File: src/rtl/bin_gra.sv
// 4-bit binary<->Gray converter; mode selects direction, optional registered output stage.
// Each output bit is produced by its own lane from the input bit and the bits above it.

module bin_gra_lane (
    input  logic mode,
    input  logic b_in,
    input  logic b_up,
    input  logic up_xor,
    output logic o
);
    // Gray->binary needs the XOR of every input bit above this one; binary->Gray only the next bit up
    assign o = b_in ^ (mode ? up_xor : b_up);
endmodule

module bin_gra #(
    parameter int REGISTERED = 1
) (
    input  logic clk,
    input  logic rst_n,
    input  logic en,
    input  logic mode,
    input  logic b3,
    input  logic b2,
    input  logic b1,
    input  logic b0,
    output logic g3,
    output logic g2,
    output logic g1,
    output logic g0,
    output logic valid,
    output logic par
);
    localparam int W      = 4;
    localparam int STAGES = 1;

    logic [W-1:0] b_vec;
    logic [W:0]   b_ext;
    logic [W:0]   up_xor;
    logic [W-1:0] conv;
    logic         conv_par;
    logic [W-1:0] g_out;
    logic         par_out;
    logic         valid_out;

    assign b_vec = {b3, b2, b1, b0};
    assign b_ext = {1'b0, b_vec};

    // Prefix XOR from the MSB built straight from inputs, so lanes never feed each other
    assign up_xor[W] = 1'b0;
    genvar i;
    generate
        for (i = W - 1; i >= 0; i--) begin : g_pfx
            assign up_xor[i] = up_xor[i+1] ^ b_vec[i];
        end

        for (i = 0; i < W; i++) begin : g_lane
            bin_gra_lane u_lane (
                .mode   (mode),
                .b_in   (b_vec[i]),
                .b_up   (b_ext[i+1]),
                .up_xor (up_xor[i+1]),
                .o      (conv[i])
            );
        end
    endgenerate

    assign conv_par = ^conv;

    generate
        if (REGISTERED != 0) begin : g_reg
            logic [STAGES:0] vld_pipe;
            logic [W-1:0]    g_q;
            logic            par_q;

            assign vld_pipe[0] = en;

            always_ff @(posedge clk or negedge rst_n) begin
                if (!rst_n) begin
                    g_q              <= '0;
                    par_q            <= 1'b0;
                    vld_pipe[STAGES:1] <= '0;
                end else begin
                    vld_pipe[STAGES:1] <= vld_pipe[STAGES-1:0];
                    if (en) begin
                        g_q   <= conv;
                        par_q <= conv_par;
                    end
                end
            end

            assign g_out     = g_q;
            assign par_out   = par_q;
            assign valid_out = vld_pipe[STAGES];
        end else begin : g_comb
            assign g_out     = conv;
            assign par_out   = conv_par;
            assign valid_out = en;
        end
    endgenerate

    assign {g3, g2, g1, g0} = g_out;
    assign par              = par_out;
    assign valid            = valid_out;
endmodule

File: config.mk
export PLATFORM = sky130hd
export DESIGN_NAME = bin_gra
export DESIGN_NICKNAME = d
export VERILOG_FILES = /design/src/rtl/bin_gra.sv
export SDC_FILE = /design/constraint.sdc
export NUM_CORES = 1
export LEC_CHECK = 0
export CAP_MARGIN = 20
export CORE_AREA = 2 2 39 41
export CTS_BUF_LIST = sky130_fd_sc_hd__clkbuf_4 sky130_fd_sc_hd__clkbuf_8
export DETAILED_ROUTE_END_ITERATION = 10
export DIE_AREA = 0 0 41 43
export MAX_ROUTING_LAYER = met4
export PLACE_DENSITY = 0.47
export SLEW_MARGIN = 10
export SYNTH_ARGS = -nofsm -noshare
export SYNTH_HDL_FRONTEND = slang
export SYNTH_SLANG_ARGS = --single-unit
File: constraint.sdc
create_clock -name clk -period 2.2 [get_ports clk]
set_clock_uncertainty 0.15 [all_clocks]
set_input_delay 0.22 -clock clk [delete_from_list [all_inputs] [get_ports clk]]
set_output_delay 0.22 -clock clk [all_outputs]
set_load 0.02 [all_outputs]
==> results_dict.tcl, run 1 <==
set metrics [dict create \
    period_needed_ps 1560 \
    slew_viol_final 0 \
    worstSetupEndpoint "g0" \
    setup_viol 0 \
    crit_family "buffers and inverters" \
    worst_slack_ps 640 \
    crit_slowest_cell "clkdlybuf4s50_1" \
    drive_above_1_share_pct 12.2 \
    start_util_pct 20.7 \
    internal-power_w 0.000237 \
    power.density_mw_per_mm2 717 \
    nFillCells 147 \
    layout_common_cells "clkdlybuf4s50_1 (13), dfrtp_1 (6), xor2_1 (3), nand2_1 (3), clkbuf_4 (3)" \
    wl_per_cell_um 9.18 \
    final_core_utilization_pct 32.6 \
    drc 0 \
    worstPathMaxFanout 2 \
    max_stage_delay_ps 600 \
    ys_ff_latch 6 \
    path_buf_inv 1 \
    r2r_slack_ps 1300 \
    r2r_start "g_out[1]$_DFFE_PN0P_" \
    placedCellCount 54 \
    pre_cts_ws_ps 481 \
    comb_power_share_pct 28.6 \
    cts_resized 0 \
    clk_path_buf_depth 2 \
    fp.coreArea_mm2 0.00138 \
    hold_violations 0 \
    layout.cells.non_filler 57 \
    cts.sinks 6 \
    ys_warn_count 0 \
    synth.avg_cell_area_um2 11.0 \
    synth_cell_type_count 13 \
    h-tree-depth 1 \
    layout_commonest_cell "clkdlybuf4s50_1" \
    status "finished, final reports clean" \
    cp-end-kind "primary output" \
    cp_data_arrival_time_ps 1190 \
    hold_path_class "in2async" \
    overflow 0 \
    cts_inserted_buffers 3 \
    totalWireLength_um 523 \
    cts_setup_buffers 0 \
    rsz0062_at_grt "false" \
    tightest_slew_ps 316 \
    clkPwrFrac_pct 30.6 \
    place.gp.congestion 0.691 \
    cts_root_buf "clkbuf_4" \
    netlist_area_um2 287 \
    power_w 0.000324 \
    drtIter0Drc 2 \
    grt_pass1_vias 192 \
    max_slew_margin_pct 78.9 \
    cp-start-kind "flip-flop" \
    synth_top_area_share_pct 52.4 \
    areaGrowthSynthToFinish_pct 57.6 \
    dieHeight_um 43 \
    fmax_mhz 641 \
    die_x_um 41 \
    path_cells "clkdlybuf4s50_1" \
    multi_input_area_um2 121 \
    synthCells 26 \
    crit_required_ps 1830 \
    yosysSeqAreaShare_pct 52.4 \
    cap_viol_max_count 0 \
    seqPwrFrac_pct 40.7 \
    p_switching_w 0.0000869 \
    antenna_left 0 \
    tritoncts "done" \
    worstSetupStartpoint "g_out[0]$_DFFE_PN0P_" \
    antenna_found_initial 0 \
    grt_pass1_wl_um 765 \
    cp.depth 1 \
    layout.nets 51 \
    via_per_inst 4.05 \
    diodes 0 \
    grt_max_degree 10 \
    port_buffers 13 \
    hold_buffers 0 \
    num_io_pins 14 \
    fin_crit_sh_pct 70.9 \
    ir_drop_mv 0.205 \
    synthTopCellsByArea "dfrtp_1 (52%), xor2_1 (9.2%), xnor2_1 (6.1%)" \
    swShare_pct 26.8 \
    grtUsageTotal_pct 7.45 \
    row_count 14 \
    syn-num-nets 34 \
    seq_area_um2 150 \
    total_leakage_power_nw 0.190 \
    clock_latency_ps 240 \
    clk_pin_slew_worst_paths_ps 40 \
    setup_tns_ps 0 \
    synth_top_area_cell "dfrtp_1" \
    worst_r2r_endpoint "g_out[1]$_DFFE_PN0P_" \
    die_area_mm2 0.00176 \
    vias 231 \
    r2r_cells 1 \
    drtPass1Iterations 4 \
    critPathKind "reg2out" \
]
-- metrics by stage --
stage | cell area, um^2 | hold slack, ps
2_1_floorplan | 287 | -226
3_3_place_gp | 429 | 324
3_5_place_dp | 429 | 325
4_1_cts | 452 | 66.0
5_1_grt | 452 | 74.9
6_report | 452 | 63.3
-- flip-flops by register name (all words and copies together) (netlist names) --
name,cells
g_out,4
par,1
valid,1
-- power by group through the flow --
stage	Combinational (W)	Sequential [W]	Clock, W
2_1_floorplan	0.0000283	0.000150	0
3_3_place_gp	0.0000931	0.000133	0
3_5_place_dp	0.0000939	0.000134	0
4_1_cts	0.0000942	0.000132	0.000104
5_1_grt	0.000100	0.000134	0.000110
6_report	0.0000927	0.000132	0.0000993
-- worst min-delay path by stage --
stage / slack (ps) / to / startpoint
after floorplan: -230 / g_out[0]$_DFFE_PN0P_ / rst_n
after CTS: 70 / g_out[3]$_DFFE_PN0P_ / rst_n
after global routing: 70 / valid$_DFF_PN0_ / rst_n
after global placement: 320 / g_out[0]$_DFFE_PN0P_ / g_out[0]$_DFFE_PN0P_
after detailed placement: 330 / par$_DFFE_PN0P_ / rst_n
final: 60 / par$_DFFE_PN0P_ / rst_n
-- cells by family (layout without fill, tap and decap cells) --
| kind of cell | count (synthesis) | count (layout) | share of synthesized area [%] |
|---|---|---|---|
| XOR/XNOR | 5 | 5 | 15.3 |
| AND/OR/NAND/NOR | 6 | 6 | 8.74 |
| buffers and inverters | 3 | 18 | 5.24 |
| flip-flops | 6 | 6 | 52.4 |
| AO/OA/AOI/OAI | 4 | 4 | 9.17 |
| multiplexers | 2 | 2 | 9.17 |
-- synth_stat cells --
cell	instances
dfrtp_1	6
nand2_1	3
xor2_1	3
a21oi_1	2
inv_1	2
nor2_1	2
xnor2_1	2
buf_4	1
mux2_2	1
mux2_4	1
o211ai_1	1
o311ai_1	1
or2_0	1
-- final cells by class --
class	instances	share of cell area (%)
tap	16	4.43
inverter	2	1.66
clock buffer	3	4.99
timing repair buffer	13	28.8
multi-input combinational	17	26.9
sequential	6	33.2
-- layer usage --
metal	vias up	wire, um	track usage, %
met4	0	14	10.0
met3	2	40	3.14
met1	102	227	8.20
met5	-	0	-
li1	116	-	-
met2	11	241	8.13
(Power assumes the default switching activity.)
==> inputs of run 2 (changes only) <==
PLACE_DENSITY = 0.49   (was 0.47)
clock period = 1.35 ns   (was 2.2 ns; I/O delays follow)
==> run 2 against run 1 <==
Critical path depth is the same. Final area grew 7.2%. Core utilization is 2.4 points higher. Register-to-register slack lost 850 ps. Total power is 61% higher. Global-route usage up 2.5 points. Combinational power up 57%. Die area did not move.
==> results_dict.tcl, run 2 (synthesized netlist as in run 1, its figures left out) <==
set metrics [dict create \
    status "finished, final reports clean" \
    fp.coreArea_mm2 0.00138 \
    layout_common_cells "clkdlybuf4s50_1 (7), dfrtp_1 (6), dlygate4sd2_1 (6)" \
    top_usage_layer "met4" \
    r2r_start "g_out[1]$_DFFE_PN0P_" \
    tightest_slew_ps 270 \
    cp_data_arrival_time_ps 940 \
    worst_slack_ps 130 \
    areaGrowthSynthToFinish_pct 69.0 \
    cts_setup_buffers 0 \
    place.gp.congestion 0.710 \
    cp-end-kind "primary output" \
    drc 0 \
    cp-start-kind "flip-flop" \
    start_util_pct 20.7 \
    crit_slowest_cell "dfrtp_1" \
    num_io_pins 14 \
    worstPathMaxFanout 2 \
    die_area_mm2 0.00176 \
    use_met1_pct 8.55 \
    cts_root_buf "clkbuf_4" \
    via_per_inst 3.97 \
    fmax_mhz 820 \
    grtUsageMet2_pct 12.5 \
    path_buf_inv 1 \
    power.density_mw_per_mm2 1080 \
    crit_required_ps 1070 \
    max_slew_margin_pct 81.9 \
    drtPass1Iterations 1 \
    grtUsageMet3_pct 3.14 \
    slew_viol_final 0 \
    grtUsageTotal_pct 9.95 \
    tritoncts "done" \
    wl_per_cell_um 9.13 \
    cts.sinks 6 \
    hold_violations 0 \
    pre_cts_ws_ps -152 \
    layout.nets 56 \
    rsz0062_at_grt "false" \
    crit_family "flip-flops" \
    placedCellCount 58 \
    r2r_slack_ps 450 \
    port_buffers 13 \
    grt_pass1_wl_um 986 \
    power_w 0.000523 \
    ir_drop_mv 0.305 \
    die_x_um 41 \
    cts_inserted_buffers 3 \
    dp_hpwl_um 470 \
    drtIter0Drc 0 \
    grt_max_degree 7 \
    overflow 0 \
    largest_reg_flops 4 \
    worstSetupStartpoint "g_out[2]$_DFFE_PN0P_" \
    layout_commonest_cell "clkdlybuf4s50_1" \
    clk_pin_slew_worst_paths_ps 40 \
    layout.cells.non_filler 62 \
    max_stage_delay_ps 370 \
    dieHeight_um 43 \
    total_leakage_power_nw 0.221 \
    diodes 0 \
    clock_latency_ps 240 \
    critPathKind "reg2out" \
    h-tree-depth 1 \
    totalWireLength_um 566 \
    antenna_left 0 \
    path_cells "dlygate4sd2_1" \
    antenna_found_initial 0 \
    fin_crit_sh_pct 90.4 \
    clk_path_buf_depth 2 \
    worstHoldStart "en" \
    drive_above_1_share_pct 19.6 \
    row_count 14 \
    grt_pass1_vias 254 \
    vias 246 \
    hold_path_class "in2reg" \
    setup_viol 0 \
    period_needed_ps 1220 \
    cap_viol_max_count 0 \
]
[run 2: changes by cell type in the layout (fill, tap and decap cells not counted), sizes merged]
| cell | previous run | this run |
|---|---|---|
| dlygate4sd3 | 0 | 1 |
| dlygate4sd2 | 0 | 6 |
| buf | 0 | 4 |
| clkdlybuf4s50 | 13 | 7 |
[run 2: path summary, 6_finish.rpt]
kind                                   endpoint  cells past startpoint
min reg2reg                g_out[0]$_DFFE_PN0P_                      2
min                             valid$_DFF_PN0_                      1
max                                          g2                      1
max in group asynchronous  g_out[3]$_DFFE_PN0P_                      2
max reg2reg                g_out[1]$_DFFE_PN0P_                      1
min in group asynchronous  g_out[2]$_DFFE_PN0P_                      2
[run 2: stage by stage]
step | TNS (ps) | hold slack [ps] | util [%] | area, um^2
after detailed placement | -331 | 244 | 33.2 | 459
after global placement | -226 | 243 | 33.2 | 459
after floorplan | 0 | -311 | - | 287
final | 0 | 280 | 35.0 | 484
after global routing | 0 | 302 | 35.0 | 484
after CTS | 0 | 281 | 35.0 | 484
[run 2: cell type report]
| class | instances | area, um^2 |
|---|---|---|
| sequential | 6 | 150 |
| timing repair buffer | 18 | 163 |
| inverter | 2 | 7.51 |
| multi-input combinational | 17 | 121 |
| clock buffer | 3 | 22.5 |
| fill | 154 | 900 |
| tap | 16 | 20.0 |
[run 2: repair_timing]
action                     CTS  global route
hold endpoints to repair     6             0
resized for setup            6             0
setup endpoints to repair    6             0
hold buffers                 1             0
[run 2: routing by layer]
| layer | share of wire, % | vias up | wire length, um |
|---|---|---|---|
| met1 | 38 | 103 | 214 |
| met2 | 45 | 13 | 256 |
| met5 | 0 | - | 0 |
| li1 | - | 126 | - |
| met4 | 9.2 | 0 | 52 |
| met3 | 7.4 | 4 | 42 |
[run 2: power by group]
| group | switching, W | total, W | internal [W] |
|---|---|---|---|
| logic | 0.0000698 | 0.000146 | 0.0000759 |
| registers | 0.0000101 | 0.000213 | 0.000203 |
| clock network | 0.0000638 | 0.000164 | 0.000100 |
==> inputs of run 3 (changes only) <==
MAX_ROUTING_LAYER = not set   (was met4)
PLACE_DENSITY = 0.47   (was 0.49)
SLEW_MARGIN = not set   (was 10)
clock period = 1.21 ns   (was 1.35 ns; I/O delays follow)
==> run 3 against run 2 <==
Core utilization rose by 1.7 points. Combinational power rose by 21%. Sequential cell count did not move. Final area rose by 4.9%. Register-to-register slack got worse by 270 ps. Non-clock buffer count rose by 3. Global-route usage fell by 0.75 points. Critical path type unchanged. Largest power group unchanged.
==> results_dict.tcl, run 3 (synthesized netlist as in run 1, its figures left out) <==
set metrics [dict create \
    row_count 14 \
    setup_viol 0 \
    cts_root_buf "clkbuf_4" \
    path_buf_inv 1 \
    hold_violations 0 \
    wl_per_cell_um 9.66 \
    h-tree-depth 1 \
    r2r_cells 2 \
    worst_r2r_endpoint "g_out[1]$_DFFE_PN0P_" \
    slew_viol_final 0 \
    placedCellCount 61 \
    tritoncts "done" \
    place.gp.congestion 0.658 \
    clkPwrFrac_pct 30.6 \
    cp.depth 1 \
    worstPathMaxFanout 2 \
    num_io_pins 14 \
    fp.coreArea_mm2 0.00138 \
    internal-power_w 0.000430 \
    overflow 0 \
    grtUsageMet3_pct 1.57 \
    use_met1_pct 8.88 \
    place_area_um2 482 \
    layout.nets 59 \
    nFillCells 151 \
    finish.instance_area_um2 508 \
    layout_common_cells "buf_4 (7), dfrtp_1 (6)" \
    vias 253 \
    top_usage_layer "met2" \
    antenna_found_initial 0 \
    grtUsageMet2_pct 15.3 \
    ir_drop_mv 0.326 \
    totalWireLength_um 628 \
    worstSetupEndpoint "g0" \
    die_x_um 41 \
    cts_inserted_buffers 3 \
    setup_tns_ps 0 \
    fmax_mhz 857 \
    diodes 0 \
    antenna_left 0 \
    die_area_mm2 0.00176 \
    clk_path_buf_depth 2 \
    r2r_start "g_out[1]$_DFFE_PN0P_" \
    fin_crit_sh_pct 96.4 \
    via_per_inst 3.89 \
    crit_slowest_cell "dfrtp_1" \
    drtPass1Iterations 1 \
    cts_setup_buffers 0 \
    crit_required_ps 940 \
    dp_hpwl_um 504 \
    largest_reg_flops 4 \
    port_buffers 13 \
    layout.cells.non_filler 65 \
    tightest_slew_ps 267 \
    grtUsageTotal_pct 9.20 \
    dieHeight_um 43 \
    hold_path_class "in2reg" \
    status "finished, final reports clean" \
    cap_viol_max_count 0 \
    cp-start-kind "flip-flop" \
    cp_data_arrival_time_ps 900 \
    rsz0062_at_grt "false" \
    grt_max_degree 7 \
    critPathKind "reg2out" \
    areaGrowthSynthToFinish_pct 77.3 \
    layout_commonest_cell "buf_4" \
    worstSetupStartpoint "g_out[0]$_DFFE_PN0P_" \
    worstHoldStart "en" \
    cts.sinks 6 \
    start_util_pct 20.7 \
    period_needed_ps 1170 \
    drc 0 \
    path_cells "clkdlybuf4s15_1" \
    comb_power_share_pct 29.4 \
    cp-end-kind "primary output" \
    clock_latency_ps 240 \
    seqPwrFrac_pct 40.0 \
    grt_pass1_vias 283 \
    drtIter0Drc 0 \
    grt_pass1_wl_um 1040 \
    max_stage_delay_ps 370 \
    power.density_mw_per_mm2 1180 \
    max_slew_margin_pct 81.9 \
    p_switching_w 0.000168 \
    total_leakage_power_nw 0.259 \
    crit_family "flip-flops" \
    r2r_slack_ps 180 \
    clk_pin_slew_worst_paths_ps 50 \
    swShare_pct 28.0 \
    drive_above_1_share_pct 32.7 \
]
[run 3: power groups by stage]
stage	Clock, W	Combinational (W)	Sequential, W
floorplan	0	0.0000514	0.000274
global placement	0	0.000194	0.000241
detailed placement	0	0.000197	0.000243
CTS	0.000190	0.000179	0.000239
global route	0.000202	0.000190	0.000244
finish	0.000183	0.000176	0.000239
[run 3: how the worst min path moves through the flow]
stage | cells past startpoint | slack, ps | endpoint
floorplan | 0 | -320 | g_out[0]$_DFFE_PN0P_
global placement | 1 | 230 | g_out[0]$_DFFE_PN0P_
detailed placement | 1 | 240 | par$_DFFE_PN0P_
CTS | 2 | 150 | valid$_DFF_PN0_
global route | 2 | 160 | valid$_DFF_PN0_
finish | 2 | 150 | valid$_DFF_PN0_
[run 3: per-stage QoR]
stage	hold WS [ps]	power (W)	worst slack (ps)	util, %
floorplan	-325	0.000325	225	-
global placement	229	0.000435	-212	34.8
detailed placement	237	0.000439	-298	34.8
CTS	152	0.000608	0.255	36.4
global route	160	0.000636	0.149	36.7
finish	154	0.000598	43.8	36.7
[run 3: area by class of cell]
| type | instances | area, um^2 | area share (%) |
|---|---|---|---|
| well taps | 16 | 20.0 | 3.94 |
| clock buffers | 3 | 22.5 | 4.43 |
| flip-flops and latches | 6 | 150 | 29.6 |
| repair buffers | 21 | 179 | 35.2 |
| multi-input cells | 17 | 129 | 25.4 |
| inverters | 2 | 7.51 | 1.48 |
[run 3: timing repair]
item	CTS	global route
hold buffers	1	0
hold endpoints to repair	6	0
pin swaps	1	2
setup endpoints to repair	7	7
gates resized for setup	10	11
cloned	0	0
[run 3: layer usage]
layer | up-vias | routed length, um
li1 | 131 | -
met1 | 113 | 236
met2 | 9 | 359
met3 | 0 | 32
met4 | 0 | 0
met5 | - | 0
==> RTL edit, RTL diff (config.mk and constraints of run 1) <==
Set the localparam `STAGES` to 2 (it was 1).
--- a/src/rtl/bin_gra.sv
+++ b/src/rtl/bin_gra.sv
@@ -33,3 +33,3 @@
     localparam int W      = 4;
-    localparam int STAGES = 1;
+    localparam int STAGES = 2;
 
Check against the original RTL: not equivalent (Yosys sat finds a counterexample within 4 cycles, from zero or initial values and one cycle with rst_n low).
==> RTL edit against run 1 <==
- synthesized cell count grew 3.8%
- sequential cell count up 1
- maximum frequency decreased by 1.2%
- synthesized area up 8.7%
- power grew 16%
- core utilization is 2.4 points higher
- cell area up 7.2%
- setup slack worse by 0.018 ns
- wire length rose by 7.8%
- first-iteration DRC count decreased by 100%
- critical path type unchanged
- largest power group unchanged
==> RTL edit: results (changes against run 1) <==
status=finished clean; crit path DAT=1.21 ns (+0.02 ns); sequential share of power=40.2% (-0.5 points); sequential fraction of the synthesis area=56.22% (+3.8 points); Layout Nets=52 (+2.0%); global-route wire length before repair=924 microns (+21%); All-Layer GR Usage=8.781% (+1.3 points); maximum VDD drop=190.4 uV (-6.9%); pre-CTS worst setup slack=0.5309 ns (+0.04945 ns); Synth top cells by count=7 x dfrtp_1, 3 x nand2_1, 3 x xor2_1; first drt pass iteration count=1 (-3); Wirelength per Cell=9.559 microns (+4.2%); critical path's largest stage delay=0.60 ns (about the same); critical path launch point=g_out[1]$_DFFE_PN0P_; # Post-CTS Setup Buffers=0 (unchanged); combinational power share=24.8% (-3.8 points); Iteration-0 DRC Markers=0 (-2); synthesized net count=35 (+2.9%); dpl cell area=454.2 sq um (+5.8%); Leak=0.2065 nW (+8.5%); Sw Ratio=26.49% (-0.32 points); power density over the cells=776.4 nW/um^2 (+8.2%); Compound-Gate Fraction of Synth Area=8.434% (-0.74 points); Worst R2R Setup Slack=1.28 ns (-0.02 ns); Slew HR=78.44% (-0.44 points); Worst Setup EP=g1; vias in the first global route=229 (+19%); CTS clk-pin slew, worst paths=0.05 ns; Area contributors post-synth=dfrtp_1 56%, xor2_1 8.4%, xnor2_1 5.6%; Synth Area in XOR/XNOR=14.06% (-1.2 points); pin count of the biggest net entering global routing=10 (unchanged); mux contribution to synthesized area=8.434% (-0.74 points); Final min period=1.579 ns (+0.01839 ns); share of cells above drive strength 1=13.95% (+1.8 points); Vias=240 (+3.9%)
RTL edit: changes by cell type in the layout (fill, tap and decap cells not counted), sizes merged:
| cell | delta |
|---|---|
| clkbuf | +1 |
| dfrtp | +1 |
RTL edit: cell families (layout without fill, tap and decap cells):
kind of cell | Yosys count | after routing
xor+xnor | 5 | 5
flops | 7 | 7
buf+inv | 3 | 19
compound gates | 4 | 4
simple gates | 6 | 6
mux | 2 | 2
RTL edit: layer usage:
metal  track usage [%]  vias to the layer above  part of all wire, %
li1                  -                      121                    -
met1             9.772                      106                   43
met2             10.63                       11                   49
met3             1.571                        2                  5.7
met4             12.00                        0                  1.8
met5                 -                        -                    0
RTL edit: area by class of cell:
type                       count  area (sq um)
inverter                       2         7.507
sequential                     7         175.2
timing repair buffer          13         130.1
clock buffer                   4         30.03
fill                         150         899.6
tap                           16         20.02
multi-input combinational     17         121.4
RTL edit: through the flow:
stage | util (%) | hold WS, ns | std cells
floorplan | - | -0.2256 | 27
global placement | 32.82 | 0.1866 | 55
detailed placement | 32.82 | 0.2036 | 55
CTS | 34.99 | 0.07458 | 59
global route | 34.99 | 0.09762 | 59
finish | 34.99 | 0.07039 | 59
RTL edit: how the worst min path moves through the flow:
| stage | slack [ns] | to | depth (start not counted) |
|---|---|---|---|
| final | 0.07 | g_reg.vld_pipe[1]$_DFF_PN0_ | 1 |
| after global routing | 0.1 | valid$_DFF_PN0_ | 1 |
| after CTS | 0.07 | g_reg.vld_pipe[1]$_DFF_PN0_ | 1 |
| after detailed placement | 0.20 | valid$_DFF_PN0_ | 0 |
| after global placement | 0.19 | valid$_DFF_PN0_ | 0 |
| after floorplan | -0.23 | g_out[0]$_DFFE_PN0P_ | 0 |
